<file path="src/rtl/reset_pulse_gen_pkg.sv">
// Shared encodings and default durations for the system reset pulse generator.
// The system controller imports the same constants so both ends agree on timing.
package reset_pulse_gen_pkg;

  localparam logic [1:0] ST_IDLE    = 2'd0;
  localparam logic [1:0] ST_ASSERT  = 2'd1;
  localparam logic [1:0] ST_RELEASE = 2'd2;
  localparam logic [1:0] ST_HOLDOFF = 2'd3;

  typedef enum logic [1:0] {
    S_IDLE    = ST_IDLE,
    S_ASSERT  = ST_ASSERT,
    S_RELEASE = ST_RELEASE,
    S_HOLDOFF = ST_HOLDOFF
  } state_t;

  localparam int unsigned WARM_CYCLES_DEF     = 1024;
  localparam int unsigned COLD_CYCLES_DEF     = 2097152;
  localparam int unsigned RELEASE_TIMEOUT_DEF = 4096;
  localparam int unsigned HOLDOFF_CYCLES_DEF  = 256;
  localparam int unsigned DEBOUNCE_CYCLES_DEF = 16;

  function automatic int unsigned cnt_width(input int unsigned max_cycles);
    return (max_cycles > 1) ? $clog2(max_cycles) : 1;
  endfunction

  // A duration is loaded as (cycles - 1), so that value must fit in width bits.
  function automatic bit dur_fits(input int unsigned cycles, input int unsigned width);
    return (cycles >= 1) && ((64'(cycles) - 64'd1) < (64'd1 << width));
  endfunction

endpackage

</file>
<file path="src/rtl/reset_pulse_gen_if.sv">
// Reset request handshake between the host (master) and the pulse generator (slave).
interface reset_pulse_gen_if;
  logic req_valid;
  logic req_cold;
  logic req_ready;

  modport master (output req_valid, output req_cold, input req_ready);
  modport slave  (input req_valid, input req_cold, output req_ready);
endinterface

</file>
<file path="src/rtl/reset_pulse_gen_sync_2ff.sv">
// Two-flop synchronizer for an asynchronous input, with selectable reset value.
// Latency: 2 sysclk cycles from d to q.
// Backpressure: none, free-running sampler.
module sync_2ff #(
  parameter logic RST_VAL = 1'b0
) (
  input  logic sysclk,
  input  logic reset_n,
  input  logic d,
  output logic q
);

  logic meta;

  always_ff @(posedge sysclk or negedge reset_n) begin
    if (!reset_n) begin
      meta <= RST_VAL;
      q    <= RST_VAL;
    end else begin
      meta <= d;
      q    <= meta;
    end
  end

endmodule

</file>
<file path="src/rtl/reset_pulse_gen.sv">
// Drives the open-drain system reset line low for a warm/cold pulse and reports foreign pulses.
// Latency: line_drive rises the edge a request is accepted; busy spans pulse + release + hold-off.
// Backpressure: req_ready only in IDLE with the line sensed high; held requests wait.
module reset_pulse_gen
  import reset_pulse_gen_pkg::*;
#(
  parameter int unsigned WARM_CYCLES     = WARM_CYCLES_DEF,
  parameter int unsigned COLD_CYCLES     = COLD_CYCLES_DEF,
  parameter int unsigned RELEASE_TIMEOUT = RELEASE_TIMEOUT_DEF,
  parameter int unsigned HOLDOFF_CYCLES  = HOLDOFF_CYCLES_DEF,
  parameter int unsigned DEBOUNCE_CYCLES = DEBOUNCE_CYCLES_DEF
) (
  input  logic                sysclk,
  input  logic                reset_n,
  reset_pulse_gen_if.slave    req,
  input  logic                line_in,
  output logic                line_drive,
  output logic                busy,
  output logic                timeout,
  output logic                foreign_pulse
);

  localparam int unsigned CNT_W = cnt_width(COLD_CYCLES);
  localparam int unsigned DEB_W = $clog2(DEBOUNCE_CYCLES + 1);

  localparam bit PARAMS_OK = dur_fits(WARM_CYCLES, CNT_W) && dur_fits(COLD_CYCLES, CNT_W) &&
                             dur_fits(RELEASE_TIMEOUT, CNT_W) && dur_fits(HOLDOFF_CYCLES, CNT_W) &&
                             (DEBOUNCE_CYCLES >= 1);

  if (!PARAMS_OK) begin : g_bad_params
    $error("reset_pulse_gen: a duration parameter is zero or does not fit the counter");
  end

  localparam logic [CNT_W-1:0] WARM_LD = CNT_W'(WARM_CYCLES - 1);
  localparam logic [CNT_W-1:0] COLD_LD = CNT_W'(COLD_CYCLES - 1);
  localparam logic [CNT_W-1:0] REL_LD  = CNT_W'(RELEASE_TIMEOUT - 1);
  localparam logic [CNT_W-1:0] HOLD_LD = CNT_W'(HOLDOFF_CYCLES - 1);
  localparam logic [DEB_W-1:0] DEB_MAX = DEB_W'(DEBOUNCE_CYCLES);

  state_t           state;
  logic [CNT_W-1:0] cnt;
  logic [DEB_W-1:0] deb_cnt;
  logic             line_s;
  logic             req_ready_int;

  // Resets to "released" so a reset of this block never looks like a foreign pulse.
  sync_2ff #(.RST_VAL(1'b1)) u_line_sync (
    .sysclk  (sysclk),
    .reset_n (reset_n),
    .d       (line_in),
    .q       (line_s)
  );

  assign req_ready_int = (state == S_IDLE) && line_s;
  assign req.req_ready = req_ready_int;

  always_ff @(posedge sysclk or negedge reset_n) begin
    if (!reset_n) begin
      state         <= S_IDLE;
      cnt           <= '0;
      deb_cnt       <= '0;
      line_drive    <= 1'b0;
      busy          <= 1'b0;
      timeout       <= 1'b0;
      foreign_pulse <= 1'b0;
    end else begin
      foreign_pulse <= 1'b0;
      case (state)
        S_IDLE: begin
          if (!line_s) begin
            deb_cnt <= (deb_cnt == DEB_MAX) ? deb_cnt : deb_cnt + 1'b1;
          end else begin
            foreign_pulse <= (deb_cnt == DEB_MAX);
            deb_cnt       <= '0;
          end
          if (req.req_valid && req_ready_int) begin
            cnt        <= req.req_cold ? COLD_LD : WARM_LD;
            timeout    <= 1'b0;
            line_drive <= 1'b1;
            busy       <= 1'b1;
            state      <= S_ASSERT;
          end
        end
        S_ASSERT: begin
          deb_cnt <= '0;
          if (cnt == '0) begin
            cnt        <= REL_LD;
            line_drive <= 1'b0;
            state      <= S_RELEASE;
          end else begin
            cnt <= cnt - 1'b1;
          end
        end
        S_RELEASE: begin
          deb_cnt <= '0;
          // A line that never rises still moves on, flagging a stuck reset net.
          if (line_s) begin
            cnt   <= HOLD_LD;
            state <= S_HOLDOFF;
          end else if (cnt == '0) begin
            timeout <= 1'b1;
            cnt     <= HOLD_LD;
            state   <= S_HOLDOFF;
          end else begin
            cnt <= cnt - 1'b1;
          end
        end
        S_HOLDOFF: begin
          deb_cnt <= '0;
          if (cnt == '0) begin
            busy  <= 1'b0;
            state <= S_IDLE;
          end else begin
            cnt <= cnt - 1'b1;
          end
        end
        default: begin
          state <= S_IDLE;
        end
      endcase
    end
  end

endmodule

</file>
<file path="src/flat_wrapper.sv">
// flat-port wrapper written by rule: the top's interface ports become plain ports
module reset_pulse_gen_flat import reset_pulse_gen_pkg::*;
#(
  parameter int unsigned WARM_CYCLES     = WARM_CYCLES_DEF,
  parameter int unsigned COLD_CYCLES     = COLD_CYCLES_DEF,
  parameter int unsigned RELEASE_TIMEOUT = RELEASE_TIMEOUT_DEF,
  parameter int unsigned HOLDOFF_CYCLES  = HOLDOFF_CYCLES_DEF,
  parameter int unsigned DEBOUNCE_CYCLES = DEBOUNCE_CYCLES_DEF
)
  (sysclk, reset_n, line_in, line_drive, busy, timeout, foreign_pulse, req_req_valid, req_req_cold, req_req_ready);
  reset_pulse_gen_if req_i ();
  input  logic sysclk;
  input  logic reset_n;
  input  logic line_in;
  output logic line_drive;
  output logic busy;
  output logic timeout;
  output logic foreign_pulse;
  input wire logic [$bits(req_i.req_valid)-1:0] req_req_valid;
  input wire logic [$bits(req_i.req_cold)-1:0] req_req_cold;
  output wire logic [$bits(req_i.req_ready)-1:0] req_req_ready;
  assign req_i.req_valid = req_req_valid;
  assign req_i.req_cold = req_req_cold;
  assign req_req_ready = req_i.req_ready;
  reset_pulse_gen #(.WARM_CYCLES(WARM_CYCLES), .COLD_CYCLES(COLD_CYCLES), .RELEASE_TIMEOUT(RELEASE_TIMEOUT), .HOLDOFF_CYCLES(HOLDOFF_CYCLES), .DEBOUNCE_CYCLES(DEBOUNCE_CYCLES)) u_core (.sysclk(sysclk), .reset_n(reset_n), .req(req_i), .line_in(line_in), .line_drive(line_drive), .busy(busy), .timeout(timeout), .foreign_pulse(foreign_pulse));
endmodule
</file>
<file path="config.mk">
export PLATFORM = sky130hd
export DESIGN_NAME = reset_pulse_gen_flat
export DESIGN_NICKNAME = d
export VERILOG_FILES = /design/src/rtl/reset_pulse_gen_pkg.sv /design/src/rtl/reset_pulse_gen_if.sv /design/src/rtl/reset_pulse_gen_sync_2ff.sv /design/src/rtl/reset_pulse_gen.sv /design/src/flat_wrapper.sv
export SDC_FILE = /design/constraint.sdc
export NUM_CORES = 1
export LEC_CHECK = 0
export CAP_MARGIN = 20
export CORE_ASPECT_RATIO = 1.4
export CORE_UTILIZATION = 40
export CTS_CLUSTER_SIZE = 10
export DETAILED_ROUTE_END_ITERATION = 6
export RECOVER_POWER = 50
export SYNTH_ARGS = -nofsm -noshare
export SYNTH_HDL_FRONTEND = slang
export SYNTH_SLANG_ARGS = --single-unit
export TNS_END_PERCENT = 50
</file>
<file path="constraint.sdc">
create_clock -name sysclk -period 3.9 [get_ports sysclk]
set_clock_uncertainty 0.15 [all_clocks]
set_input_delay 0.975 -clock sysclk [delete_from_list [all_inputs] [get_ports sysclk]]
set_output_delay 0.975 -clock sysclk [all_outputs]
set_load 0.01 [all_outputs]
</file>
* Yosys cells after proc, flatten, opt, wreduce, memory -nomap -nowiden *
Cells that the tools add are included.

word-level totals
  register bits = 34
  output and inout bits = 5
  word-level logic and storage cells = 62

cells by class
  add/subtract/negate cells = 2
  equality and inequality tests = 12
  mux-type cells = 26
  reduce and logical (&&, ||, !) cells = 13

operators by type and width
  operator                                              number
  2-to-1 mux 21 bit                                     6
  one-hot mux 21 bit (4 select lines)                   1
  zero test 21 bit                                      1
  subtractor 21 x 1 -> 21 bit (second input constant)   1
  2-to-1 mux 2 bit                                      5
  2-to-1 mux 5 bit                                      2
  one-hot mux 5 bit (2 select lines)                    1
  one-hot mux 2 bit (4 select lines)                    1
  AND reduction 4 bit                                   2
  2-to-1 mux 1 bit                                      7
  != test 2 x 1 -> 1 bit (second input constant)        3
  != test 2 bit (second input constant)                 3
  one-hot mux 1 bit (2 select lines)                    3
  AND reduction 3 bit                                   2
  nonzero test 2 bit                                    3
  adder 5 x 1 -> 5 bit (second input constant)          1
  equality test 5 bit (second input constant)           1
  equality test 2 bit (second input constant)           2
  != test 3 x 2 -> 1 bit (second input constant)        1
  != test 3 bit (second input constant)                 1
  OR reduction 3 bit                                    1
  equality test 2 x 1 -> 1 bit (second input constant)  1
  logical AND 1 bit                                     2
  zero test 2 bit                                       1
  AND reduction 2 bit                                   1

* Logic depth before layout (Yosys ltp) *
  word-level depth = 5
  gate-level depth with buffers = 10
  gate-level depth less buffers = 8

* Hierarchy *
A second synthesis with hierarchy kept.

second synthesis, totals
  cell total of the unflattened synthesis = 229
  area total of the unflattened synthesis = 2158.3 µm²

modules (own cells, without submodules)
  module           instances  cells each  area each (µm²)
  reset_pulse_gen  1          227         2105.8
  sync_2ff         1          2           52.6

* Worst setup path after synthesis *
Ideal clock, no wire load.

  path kind = register to output
  from = register u_core.state[0]
  to = output port req_req_ready
  arrival = 1107 ps
  path slack = 1668 ps
  cell stages (with the launch flop) = 6
  path through = dfrtp_1 inv_1 ha_1 clkbuf_1 inv_1 nor2_1

between the ends
  word-level cells in the longest chain between the ends = 2

ends and longest elaborated chain
  element                 line                   RTL
  from (decl)             reset_pulse_gen.sv:40  state_t state;
  from (signal assigned)  reset_pulse_gen.sv:59  state <= S_IDLE;
  from (signal assigned)  reset_pulse_gen.sv:81  state <= S_ASSERT;
  from (signal assigned)  reset_pulse_gen.sv:89  state <= S_RELEASE;
  zero test 2 bit         reset_pulse_gen.sv:54  assign req_ready_int = (state == S_IDLE) && line_s;
  logical AND 1 bit       reset_pulse_gen.sv:54
  to (decl)               flat_wrapper.sv:21     output wire logic [$bits(req_i.req_ready)-1:0] req_req_ready;

Every way passes these cells.

* Worst setup path in the final report *
Same ends and word-level chain as after synthesis.

==> out/results.txt <==
number of cells on the worst reg-to-reg path: 9
WL met3: 111 um
largest reg by FF count: u_core.cnt
Period Utilization, post-route: 85.5%
wirelength, routed: 5.02 mm
average vias per placed instance: 5.57
number of register bits inferred by synthesis: 34
number of enable-type register cells in the synthesized netlist: 0
highest attainable clock frequency: 300 MHz
WP data required: 2.77 ns
number of nets in the finished design: 260
Cell Area, Placed: 2270 um^2
number of cells on the worst hold path: 0
post-route minimum period: 3.33 ns
Commonest cells post-synth: 32 x dfrtp_1, 25 x a21oi_1, 25 x nor2_1, 21 x o21ai_0
largest delay contributor family on the critical path: buffers and inverters
count of unresolved DRC violations after routing: 0
number of buffer and inverter instances along the worst setup path: 3
Port Buffer Count: 9
final core utilization: 45.6%
Die X-Extent: 63.7 um
number of unique standard cell types used by synthesis: 54
Critical Path End Type: output pin
number of warnings reported in the yosys synthesis log: 0
cell with the largest stage delay on the worst path: clkdlybuf4s50_1
most common cell type on the critical path: inv_1
number of antenna violations at the first check in global routing: 0
Routed wire per std cell: 15.9 um
total of cells resized after clock tree synthesis: 0
top-area cell type share of the netlist area: 37.6%
antenna diode count: 0
setup repair after global routing missed its margin: no
final number of hold-violating endpoints: 0
cts hold-fix bufs: 0
Total Negative Setup Slacks: 0 ns
number of buffers created by CTS: 5
proportion of register bits with asynchronous set or reset after synthesis: 100%
Routability Congestion: 0.823
GRT Residual Overflow: 0
registers with the most flip-flops: u_core.cnt (21), u_core.deb_cnt (5), u_core.state (2)
Pwr per Cell Area: 813 nW/um^2
most frequent cell after synthesis: dfrtp_1
CP max FO: 17
finished layout cell area: 2350 um^2
CP arrival: 2.21 ns
class of the worst hold path: flip-flop to flip-flop
Peak supply drop: 0.317 mV
instance count of the mapped netlist: 240
clock sink count: 34
TritonCTS clock tree: yes
max reg flops: 21
number of standard-cell rows in the floorplan: 31
pin count of the biggest net entering global routing: 35
type of the worst setup path: flip-flop to output pin
top layer in use: met4
y dimension of the die: 88.4 um
status: finished with violations
top area cells in the synthesized netlist: dfrtp_1 38%, a21oi_1 5.9%, o21ai_0 4.9%
top flip-flop cell by instance count after synthesis: dfrtp_1
Die Footprint: 5630 um^2
Core Footprint: 5160 um^2
LEAKAGE: 0.984 nW
setup slack, reg-to-reg: 1.39 ns
Setup-failing EPs final: 0
Final Max Tran Viols: 35
DRC violation total after the first TritonRoute iteration: 97
layout cells sized above 1: 11.2%
Worst path depth: 5
Clk Latency, worst-skew pair: 0.29 ns
violations in the final reports: capacitance limit, slew limit
net count after synthesis: 252
area of the mapped netlist: 2130 um^2
via count of the first global-routing pass: 1770
max-cap violation count: 1
largest area contributor in the netlist: dfrtp_1
starting density of the core: 41.3%
Clock transition at path regs: 0.06 ns
Total GRT Usage: 20.6%
CP startpoint kind: flip-flop
Setup Fix Bufs, Post-CTS: 0
maximum buffer depth of the clock tree: 2
vias post-DR: 1754
crit path cell chain: inv_1 > ha_1 > inv_1 > nor2_1 > clkdlybuf4s50_1
TritonRoute pass-1 iters: 4
remaining antenna violation count after routing: 0
total length of routed met2 wires: 2.52 mm
worst slew slack as a fraction of its limit: -29.2%
Post-Syn Area per Cell: 8.88 um^2
buffer cell driving the clock tree root: clkbuf_8
Area Growth Syn to Fin: 10.4%
wire length of the first global-routing pass: 8.83 mm
number of top-level pins: 10
level count of the clock H-tree: 2
sum of routed wire segments on met1: 2.26 mm
sequential area share after synthesis: 40.0%
Least-Margin Pin Slew: 1.94 ns
Slowest Stage Delay on Critical Path: 0.54 ns
DP HPWL: 3.55 mm
==> final cells by class <==
cell class,count,area (um^2)
sequential,34,853
inverter,13,48.8
clock buffer,8,90.1
fill,532,2800
timing repair buffer,11,101
tap,66,82.6
multi-input combinational,183,1180
==> per-stage QoR <==
step	total power (W)	hold slack (ns)	worst slack, ns	instances
global route	0.00210	0.213	0.398	315
detailed placement	0.00164	0.197	0.870	307
global placement	0.00163	0.196	0.932	307
finish	0.00191	0.206	0.565	315
CTS	0.00192	0.207	0.542	315
floorplan	0.00140	0.195	1.67	240
==> where the power goes <==
| group | total [W] | switching [W] | leakage, nW | internal (W) |
|---|---|---|---|---|
| sequential | 0.000610 | 0.000136 | 0.420 | 0.000474 |
| clock | 0.000272 | 0.000128 | 0.0455 | 0.000144 |
| combinational | 0.00103 | 0.000628 | 0.519 | 0.000404 |
| total | 0.00191 | 0.000892 | 0.984 | 0.00102 |
==> cell usage in the layout, fill, tap and decap left out, types with 6 or more instances in the layout <==
cell type and instances:
dfrtp_1 32, nor2_1 25, a21oi_1 25, o21ai_0 21
inv_1 13, nand2_1 13, a31oi_1 12, o21ai_1 10
nor3_1 8, ha_1 7, clkdlybuf4s50_1 7, clkbuf_8 6
==> kinds of logic (layout without fill, tap and decap cells) <==
logic type	count (synthesis)	count (layout)	synth area share (%)
simple gates	78	78	21.9
flops	34	34	40.0
buf+inv	23	32	4.69
compound gates	91	91	26.1
fa+ha+maj	7	7	4.11
xor+xnor	4	4	1.64
mux	3	3	1.53
==> path summary, 6_finish.rpt <==
| path | from | to |
|---|---|---|
| min in group asynchronous | reset_n | u_core.cnt[1] |
| max reg2reg | u_core.state[0] | u_core.cnt[8] |
| max in group asynchronous | reset_n | u_core.busy |
| max | u_core.state[0] | req_req_ready |
| min reg2reg | u_core.u_line_sync.meta | u_core.u_line_sync.q |
| min | u_core.u_line_sync.meta | u_core.u_line_sync.q |
==> worst reg2reg max path: stages, from the launching register on <==
cell      delay (ns)
dfrtp_1         0.41
inv_1           0.09
ha_1            0.49
inv_1           0.26
a21oi_1         0.30
a31oi_1         0.07
buf_4           0.20
and3_1          0.19
o21bai_1        0.13
o211ai_1        0.10
==> layer usage <==
layer,vias up,GRT usage [%]
met2,22,35.4
met5,-,0
met4,0,9.09
met1,835,25.3
li1,888,-
met3,9,3.48
(Power assumes the default switching activity.)
